===== src/rtl/fft_pkg.sv =====
// Shared definitions for the 16-point FFT core and its frame loader.
package fft_pkg;

  localparam int FFT_N   = 16;
  localparam int CPLX_W  = 36;
  localparam int HALF_W  = 18;
  localparam int TW_FRAC = 16;  // twiddles are Q1.16, 1.0 = 65536

  typedef struct packed {
    logic signed [HALF_W-1:0] re;
    logic signed [HALF_W-1:0] im;
  } cplx_t;

  // Presentation FSM of the loader.
  typedef enum logic [1:0] {
    ST_IDLE  = 2'd0,
    ST_START = 2'd1,
    ST_WAIT  = 2'd2
  } loader_state_t;

  // W_16^k = cos(2*pi*k/16) - j*sin(2*pi*k/16), k = 0..7.
  localparam cplx_t TWIDDLE [FFT_N/2] = '{
    '{re:  18'sd65536, im:  18'sd0},
    '{re:  18'sd60547, im: -18'sd25080},
    '{re:  18'sd46341, im: -18'sd46341},
    '{re:  18'sd25080, im: -18'sd60547},
    '{re:  18'sd0,     im: -18'sd65536},
    '{re: -18'sd25080, im: -18'sd60547},
    '{re: -18'sd46341, im: -18'sd46341},
    '{re: -18'sd60547, im: -18'sd25080}
  };

  // Reverse the 4 index bits (radix-2 input ordering).
  function automatic logic [3:0] bitrev4(input logic [3:0] idx);
    return {idx[0], idx[1], idx[2], idx[3]};
  endfunction

endpackage


===== src/rtl/fft_sample_bank.sv =====
// One 16 x 18 sample register file: single write port, all slots readable in parallel.
module fft_sample_bank
  import fft_pkg::*;
(
  input  logic                           clk,
  input  logic                           reset,
  input  logic                           wr_en,
  input  logic [3:0]                     wr_slot,
  input  logic [HALF_W-1:0]              wr_data,
  output logic [FFT_N-1:0][HALF_W-1:0]   rd_slots
);

  logic [FFT_N-1:0][HALF_W-1:0] slot_q;
  logic [FFT_N-1:0][HALF_W-1:0] slot_d;

  // Next contents: only the addressed slot changes on a write.
  always_comb begin
    slot_d = slot_q;
    if (wr_en) begin
      slot_d[wr_slot] = wr_data;
    end
  end

  // Slot storage, cleared to zero on reset.
  always_ff @(posedge clk or posedge reset) begin
    if (reset) begin
      slot_q <= '0;
    end else begin
      slot_q <= slot_d;
    end
  end

  assign rd_slots = slot_q;

endmodule


===== src/rtl/fft_frame_loader.sv =====
// Ping-pong frame loader: gathers 16 samples per bank in bit-reversed order and
// hands full banks to the FFT core with a start pulse, holding them until done.
module fft_frame_loader
  import fft_pkg::*;
#(
  parameter int SAMPLE_W = 16,
  parameter int PRESCALE = 4
) (
  input  logic                clk,
  input  logic                reset,
  input  logic [SAMPLE_W-1:0] sample_in,
  input  logic                sample_valid,
  input  logic                fft_done,
  output logic                fft_start,
  output logic [CPLX_W-1:0]   fft_in0,
  output logic [CPLX_W-1:0]   fft_in1,
  output logic [CPLX_W-1:0]   fft_in2,
  output logic [CPLX_W-1:0]   fft_in3,
  output logic [CPLX_W-1:0]   fft_in4,
  output logic [CPLX_W-1:0]   fft_in5,
  output logic [CPLX_W-1:0]   fft_in6,
  output logic [CPLX_W-1:0]   fft_in7,
  output logic [CPLX_W-1:0]   fft_in8,
  output logic [CPLX_W-1:0]   fft_in9,
  output logic [CPLX_W-1:0]   fft_in10,
  output logic [CPLX_W-1:0]   fft_in11,
  output logic [CPLX_W-1:0]   fft_in12,
  output logic [CPLX_W-1:0]   fft_in13,
  output logic [CPLX_W-1:0]   fft_in14,
  output logic [CPLX_W-1:0]   fft_in15,
  output logic                busy,
  output logic                overrun,
  output logic [15:0]         frame_cnt
);

  loader_state_t state_q, state_d;
  logic          wr_bank_q, wr_bank_d;
  logic [3:0]    wr_idx_q, wr_idx_d;
  logic [1:0]    full_q, full_d, full_set, full_clr;
  logic          rd_bank_q, rd_bank_d;
  logic          done_prev_q, done_prev_d;
  logic          overrun_q, overrun_d;
  logic [15:0]   frame_cnt_q, frame_cnt_d;

  logic [HALF_W-1:0]            left_just;
  logic signed [HALF_W-1:0]     real_fmt;
  logic                         wr_accept;
  logic [FFT_N-1:0][HALF_W-1:0] bank_slots [2];
  cplx_t                        rd_word [FFT_N];

  // Left-justify into 18 bits, then pre-scale for butterfly growth.
  assign left_just = HALF_W'(sample_in) << (HALF_W - SAMPLE_W);
  assign real_fmt  = $signed(left_just) >>> PRESCALE;

  // A sample is dropped whenever its target bank still holds an unreleased frame.
  assign wr_accept = sample_valid && !full_q[wr_bank_q];

  generate
    for (genvar gi = 0; gi < 2; gi++) begin : g_bank
      fft_sample_bank u_bank (
        .clk      (clk),
        .reset    (reset),
        .wr_en    (wr_accept && (wr_bank_q == 1'(gi))),
        .wr_slot  (bitrev4(wr_idx_q)),
        .wr_data  (real_fmt),
        .rd_slots (bank_slots[gi])
      );
    end
    for (genvar gi = 0; gi < FFT_N; gi++) begin : g_word
      assign rd_word[gi] = '{re: bank_slots[rd_bank_q][gi], im: '0};
    end
  endgenerate

  // Write side: advance the slot index, mark a bank full on its 16th sample.
  always_comb begin
    wr_bank_d = wr_bank_q;
    wr_idx_d  = wr_idx_q;
    overrun_d = overrun_q;
    full_set  = '0;
    if (sample_valid && !wr_accept) begin
      overrun_d = 1'b1;
    end else if (wr_accept) begin
      if (wr_idx_q == 4'd15) begin
        full_set[wr_bank_q] = 1'b1;
        wr_bank_d           = ~wr_bank_q;
        wr_idx_d            = 4'd0;
      end else begin
        wr_idx_d = wr_idx_q + 4'd1;
      end
    end
  end

  // Present side: pick a full bank, pulse start, release on a fresh done edge.
  always_comb begin
    state_d     = state_q;
    rd_bank_d   = rd_bank_q;
    frame_cnt_d = frame_cnt_q;
    full_clr    = '0;
    fft_start   = 1'b0;
    done_prev_d = fft_done;
    case (state_q)
      ST_IDLE: begin
        if (|full_q) begin
          // With both banks full the one blocking the writer is the older one.
          rd_bank_d = (&full_q) ? wr_bank_q : full_q[1];
          state_d   = ST_START;
        end
      end
      ST_START: begin
        fft_start = 1'b1;
        state_d   = ST_WAIT;
      end
      ST_WAIT: begin
        if (fft_done && !done_prev_q) begin
          full_clr[rd_bank_q] = 1'b1;
          frame_cnt_d         = frame_cnt_q + 16'd1;
          state_d             = ST_IDLE;
        end
      end
      default: state_d = ST_IDLE;
    endcase
  end

  // The writer never targets the bank being released, so set and clear never collide.
  assign full_d = (full_q | full_set) & ~full_clr;

  // Control state registers.
  always_ff @(posedge clk or posedge reset) begin
    if (reset) begin
      state_q     <= ST_IDLE;
      wr_bank_q   <= 1'b0;
      wr_idx_q    <= 4'd0;
      full_q      <= 2'b00;
      rd_bank_q   <= 1'b0;
      done_prev_q <= 1'b0;
      overrun_q   <= 1'b0;
      frame_cnt_q <= 16'd0;
    end else begin
      state_q     <= state_d;
      wr_bank_q   <= wr_bank_d;
      wr_idx_q    <= wr_idx_d;
      full_q      <= full_d;
      rd_bank_q   <= rd_bank_d;
      done_prev_q <= done_prev_d;
      overrun_q   <= overrun_d;
      frame_cnt_q <= frame_cnt_d;
    end
  end

  assign busy      = (state_q != ST_IDLE);
  assign overrun   = overrun_q;
  assign frame_cnt = frame_cnt_q;

  assign fft_in0  = rd_word[0];
  assign fft_in1  = rd_word[1];
  assign fft_in2  = rd_word[2];
  assign fft_in3  = rd_word[3];
  assign fft_in4  = rd_word[4];
  assign fft_in5  = rd_word[5];
  assign fft_in6  = rd_word[6];
  assign fft_in7  = rd_word[7];
  assign fft_in8  = rd_word[8];
  assign fft_in9  = rd_word[9];
  assign fft_in10 = rd_word[10];
  assign fft_in11 = rd_word[11];
  assign fft_in12 = rd_word[12];
  assign fft_in13 = rd_word[13];
  assign fft_in14 = rd_word[14];
  assign fft_in15 = rd_word[15];

endmodule


===== config.mk =====
export PLATFORM = sky130hd
export DESIGN_NAME = fft_frame_loader
export DESIGN_NICKNAME = d
export VERILOG_FILES = /design/src/rtl/fft_pkg.sv /design/src/rtl/fft_sample_bank.sv /design/src/rtl/fft_frame_loader.sv
export SDC_FILE = /design/constraint.sdc
export NUM_CORES = 1
export LEC_CHECK = 0
export BUFFER_PORTS_ARGS = -buffer_cell sky130_fd_sc_hd__buf_2
export CORE_AREA = 2 2 237 239
export DETAILED_ROUTE_END_ITERATION = 8
export DIE_AREA = 0 0 239 241
export PLACE_DENSITY_LB_ADDON = 0.3
export RECOVER_POWER = 100
export SLEW_MARGIN = 10
export SYNTH_ARGS = -nofsm -noshare
export SYNTH_HDL_FRONTEND = slang
export SYNTH_SLANG_ARGS = --single-unit

===== constraint.sdc =====
create_clock -name clk -period 30.2 [get_ports clk]
set_clock_uncertainty 0.05 [all_clocks]
set_input_delay 1.51 -clock clk [delete_from_list [all_inputs] [get_ports clk]]
set_output_delay 1.51 -clock clk [all_outputs]
set_load 0.01 [all_outputs]

==> impl_metrics.prom <==
# TYPE chip_impl_metric gauge
chip_impl_metric{name="clk_pin_slew_worst_paths",unit="ns"} 0.06
chip_impl_metric{name="antenna_found_initial",unit=""} 1
chip_impl_metric{name="num_cts_buffers",unit=""} 53
chip_impl_metric{name="totalNegativeSetupSlack",unit="ns"} 0
chip_impl_metric{name="synth_seq_cells",unit=""} 476
chip_impl_info{name="crit-reg2reg-capture",value="g_bank[1].u_bank.rd_slots[253]"} 1
chip_impl_metric{name="synth_xor_xnor_area_share",unit=""} 0.00631
chip_impl_info{name="cts_root_buf",value="sky130_fd_sc_hd__clkbuf_16"} 1
chip_impl_metric{name="dr.first_iter.drc_count",unit=""} 490
chip_impl_metric{name="powerDensity",unit="nW/um^2"} 103
chip_impl_metric{name="synth_async_sr_flop_share",unit=""} 1.00
chip_impl_info{name="timing.setup.critical_path_class",value="input pin to asynchronous set/reset pin"} 1
chip_impl_metric{name="cts_resized",unit=""} 0
chip_impl_metric{name="grt_first_pass_wirelength",unit="um"} 80000
chip_impl_metric{name="floorplan.io_pins",unit=""} 615
chip_impl_metric{name="vdd_drop_max",unit="V"} 0.0000515
chip_impl_metric{name="seq_area_frac_synth",unit=""} 0.505
chip_impl_metric{name="hpwl",unit="um"} 35800
chip_impl_info{name="outcome",value="finished, violations left"} 1
chip_impl_info{name="cp_cell_sequence",value="clkbuf_1 > clkinvlp_2 > clkbuf_1 > clkbuf_1 > clkbuf_1"} 1
chip_impl_info{name="cp_common_cell",value="sky130_fd_sc_hd__clkbuf_1"} 1
chip_impl_metric{name="grt_overflow_total",unit=""} 0
chip_impl_metric{name="timing.final.crit_share",unit=""} 0.453
chip_impl_metric{name="cellLeakagePower",unit="uW"} 0.0122
chip_impl_metric{name="grt_max_degree",unit=""} 125
chip_impl_info{name="largest_family_of_logic_cells_by_synthesized_area",value="multiplexers"} 1
chip_impl_metric{name="flow.area_growth_from_synthesis",unit="%"} 7.67
chip_impl_metric{name="critical_path_arrival",unit="ns"} 13.51
chip_impl_metric{name="nNetsFinal",unit=""} 1988
chip_impl_metric{name="muxShareOfSynthArea",unit=""} 0.321
chip_impl_metric{name="synth_enable_flop_cells",unit=""} 0
chip_impl_metric{name="wl_per_cell",unit="um"} 20.1
chip_impl_metric{name="total_routed_wirelength",unit="um"} 54500
chip_impl_info{name="grt_setup_unrepaired",value="no"} 1
chip_impl_metric{name="max-clock-path-buffers",unit=""} 3
chip_impl_metric{name="syn_area_per_cell",unit="um^2"} 13.5
chip_impl_metric{name="place.port_buffers",unit=""} 324
chip_impl_metric{name="route.vias.total",unit=""} 13100
chip_impl_metric{name="die-area",unit="um^2"} 57600
chip_impl_info{name="synth_top_area_cell",value="sky130_fd_sc_hd__dfrtp_1"} 1
chip_impl_metric{name="final_hold_viol_count",unit=""} 0
chip_impl_metric{name="cts_sinks",unit=""} 476
chip_impl_info{name="min_delay_path_class",value="register to register"} 1
chip_impl_metric{name="start_util",unit=""} 0.430
chip_impl_metric{name="timing.critical_path.fanout_max",unit=""} 124
chip_impl_metric{name="worst_skew_pair.late_latency",unit="ns"} 0.59
chip_impl_metric{name="layout-drive-gt1-share",unit=""} 0.386
chip_impl_metric{name="post_synth_and_or_nand_nor_area_fraction",unit=""} 0.0258
chip_impl_metric{name="cell_area_synth",unit="um^2"} 23600
chip_impl_info{name="start_kind",value="input pin"} 1
chip_impl_info{name="worst_setup_path_endpoint",value="wr_idx_q[1]"} 1
chip_impl_info{name="tritoncts_clock_tree",value="yes"} 1
chip_impl_metric{name="grt_pass1_vias",unit=""} 13100
chip_impl_metric{name="final_min_period",unit="ns"} 13.68
chip_impl_metric{name="drv_cap",unit=""} 31
chip_impl_metric{name="critical_path.n_buffers_inverters",unit=""} 5
chip_impl_metric{name="critical_path_cell_count",unit=""} 5
chip_impl_info{name="critical-path-top-delay-family",value="buffers and inverters"} 1
chip_impl_metric{name="detail-route-antenna-nets",unit=""} 0
chip_impl_metric{name="num_rows",unit=""} 86
chip_impl_metric{name="setup_ws",unit="ns"} 16.52
chip_impl_metric{name="synth-warning-count",unit=""} 0
chip_impl_metric{name="post-route-drc-count",unit=""} 0
chip_impl_info{name="layout.cells.most_common_list",value="sky130_fd_sc_hd__mux2_2, sky130_fd_sc_hd__dfrtp_1, sky130_fd_sc_hd__conb_1"} 1
chip_impl_metric{name="dr.pass1.iters",unit=""} 4
chip_impl_metric{name="worstRegToRegCells",unit=""} 4
chip_impl_info{name="worstSetupEndpointType",value="asynchronous set/reset pin"} 1
chip_impl_metric{name="post-cts-setup-buffers",unit=""} 0
chip_impl_metric{name="max_freq",unit="MHz"} 73.1
chip_impl_metric{name="hold_buffers",unit=""} 0
chip_impl_metric{name="worst_max_slew_pin_slew",unit="ns"} 5.40
chip_impl_metric{name="core",unit="um^2"} 54900
chip_impl_metric{name="synth-compound-area-share",unit=""} 0.00313
chip_impl_metric{name="max_slew_margin",unit=""} -2.62
chip_impl_info{name="violations",value="capacitance limit, slew limit"} 1
chip_impl_metric{name="critical_path_required",unit="ns"} 30.03
chip_impl_metric{name="final_max_slew_viol_count",unit=""} 1036
chip_impl_metric{name="post_synthesis_adder_cell_area_fraction",unit=""} 0.00265
chip_impl_info{name="yosys-top-cells-area",value="sky130_fd_sc_hd__dfrtp_1, sky130_fd_sc_hd__mux2_2, sky130_fd_sc_hd__buf_4"} 1
chip_impl_metric{name="viasPerCell",unit=""} 4.84
chip_impl_metric{name="synth.lib_cells_used.distinct",unit=""} 43
chip_impl_metric{name="reg2reg_setup_slack",unit="ns"} 26.20
chip_impl_info{name="layout.cells.most_common",value="sky130_fd_sc_hd__mux2_2"} 1
chip_impl_metric{name="die_w",unit="um"} 239
chip_impl_metric{name="die_height",unit="um"} 241
chip_impl_metric{name="area_share_of_the_leading_cell_type_in_the_synthesized_netlist",unit=""} 0.505
chip_impl_metric{name="gpl.final_weighted_congestion",unit=""} 0.753
chip_impl_info{name="cp_slowest_cell",value="sky130_fd_sc_hd__clkbuf_1"} 1
chip_impl_info{name="worst_r2r_startpoint",value="wr_bank_q"} 1
chip_impl_metric{name="global_route_usage_over_all_layers",unit=""} 0.183
chip_impl_info{name="ys_dominant_reg_cell",value="sky130_fd_sc_hd__dfrtp_1"} 1
chip_impl_metric{name="htreeDepth",unit=""} 2
chip_impl_metric{name="setup_viol",unit=""} 0
chip_impl_info{name="timing.critical_path.from",value="reset"} 1
chip_impl_metric{name="slowest_delay",unit="ns"} 3.10
chip_impl_metric{name="netlist_instances",unit=""} 1744
chip_impl_metric{name="pre_cts_slack",unit="ns"} 24.86
## metrics by stage
stage	power, uW	cell area (um^2)	instances	utilization	hold WS [ns]
after CTS	2690	25900	2710	0.472	0.417
after detailed placement	2000	24100	2612	0.439	0.407
final	2610	25400	2711	0.463	0.422
after floorplan	1740	24700	2031	-	0.402
after global routing	2760	25400	2710	0.463	0.430
after global placement	1970	24100	2612	0.439	0.404
## layout make-up
type                    count  area (um^2)
inverters                   6         23.8
repair buffers            334         1330
clock inverters            26          369
flip-flops and latches    476        11900
diodes                      1         2.50
multi-input cells        1092         9420
well taps                 704          881
fillers                  5047        29500
clock buffers              72         1480
## per-layer routing
layer	share of wire	global-route usage	vias to the layer above
met2	0.50	0.313	392
met3	0.048	0.0359	60
met4	0.020	0.0545	0
met1	0.43	0.235	6895
met5	0	0	-
li1	-	-	5787
## power breakdown
part	switching [uW]	total [uW]	leakage, uW	internal (uW)
Clock	262	674	0.000907	412
Combinational	472	923	0.00508	451
Sequential	126	1010	0.00625	883
Total	861	2610	0.0122	1750
## flip-flops by register name, summed over array words and instances, names as in the netlist
signal and cells:
done_prev_q 1, frame_cnt 16, full_q 2, g_bank.u_bank.rd_slots 448
overrun 1, rd_bank_q 1, state_q 2, wr_bank_q 1
wr_idx_q 4
## synth_stat cells, types with 3 or more instances
library cell               count
sky130_fd_sc_hd__ha_1          5
sky130_fd_sc_hd__o21ai_0       4
sky130_fd_sc_hd__mux2_2      666
sky130_fd_sc_hd__buf_6         9
sky130_fd_sc_hd__nand3_1       9
sky130_fd_sc_hd__nor2b_1       3
sky130_fd_sc_hd__mux2_1        6
sky130_fd_sc_hd__nand4_1       4
sky130_fd_sc_hd__nor2_2       18
sky130_fd_sc_hd__inv_1         6
sky130_fd_sc_hd__clkbuf_1     63
sky130_fd_sc_hd__xor2_1        6
sky130_fd_sc_hd__buf_2        10
sky130_fd_sc_hd__dfrtp_1     476
sky130_fd_sc_hd__xnor2_1      11
sky130_fd_sc_hd__and3_1        5
sky130_fd_sc_hd__nor2_4        6
sky130_fd_sc_hd__buf_4       375
sky130_fd_sc_hd__nand2_1      22
sky130_fd_sc_hd__nor2_1       10
## worst min path at each step
stage                                         startpoint                        endpoint  slack, ns  depth (start not counted)
after floorplan           g_bank[1].u_bank.rd_slots[263]  g_bank[1].u_bank.rd_slots[263]       0.40                          1
after global placement                     frame_cnt[15]                   frame_cnt[15]       0.40                          1
after detailed placement                   frame_cnt[15]                   frame_cnt[15]       0.41                          1
after CTS                                  frame_cnt[15]                   frame_cnt[15]       0.42                          1
after global routing                       frame_cnt[15]                   frame_cnt[15]       0.43                          1
final                                      frame_cnt[15]                   frame_cnt[15]       0.42                          1
## cell families (layout without fill, tap and decap cells)
logic type	Yosys count	count (layout)
AO/OA/AOI/OAI	12	12
other	1	289
multiplexers	672	672
adder cells (fa/ha/maj)	5	5
flip-flops	476	476
XOR/XNOR	17	17
buffers and inverters	463	438
AND/OR/NAND/NOR	98	98
Note: power is estimated with default switching activity, not from simulation.
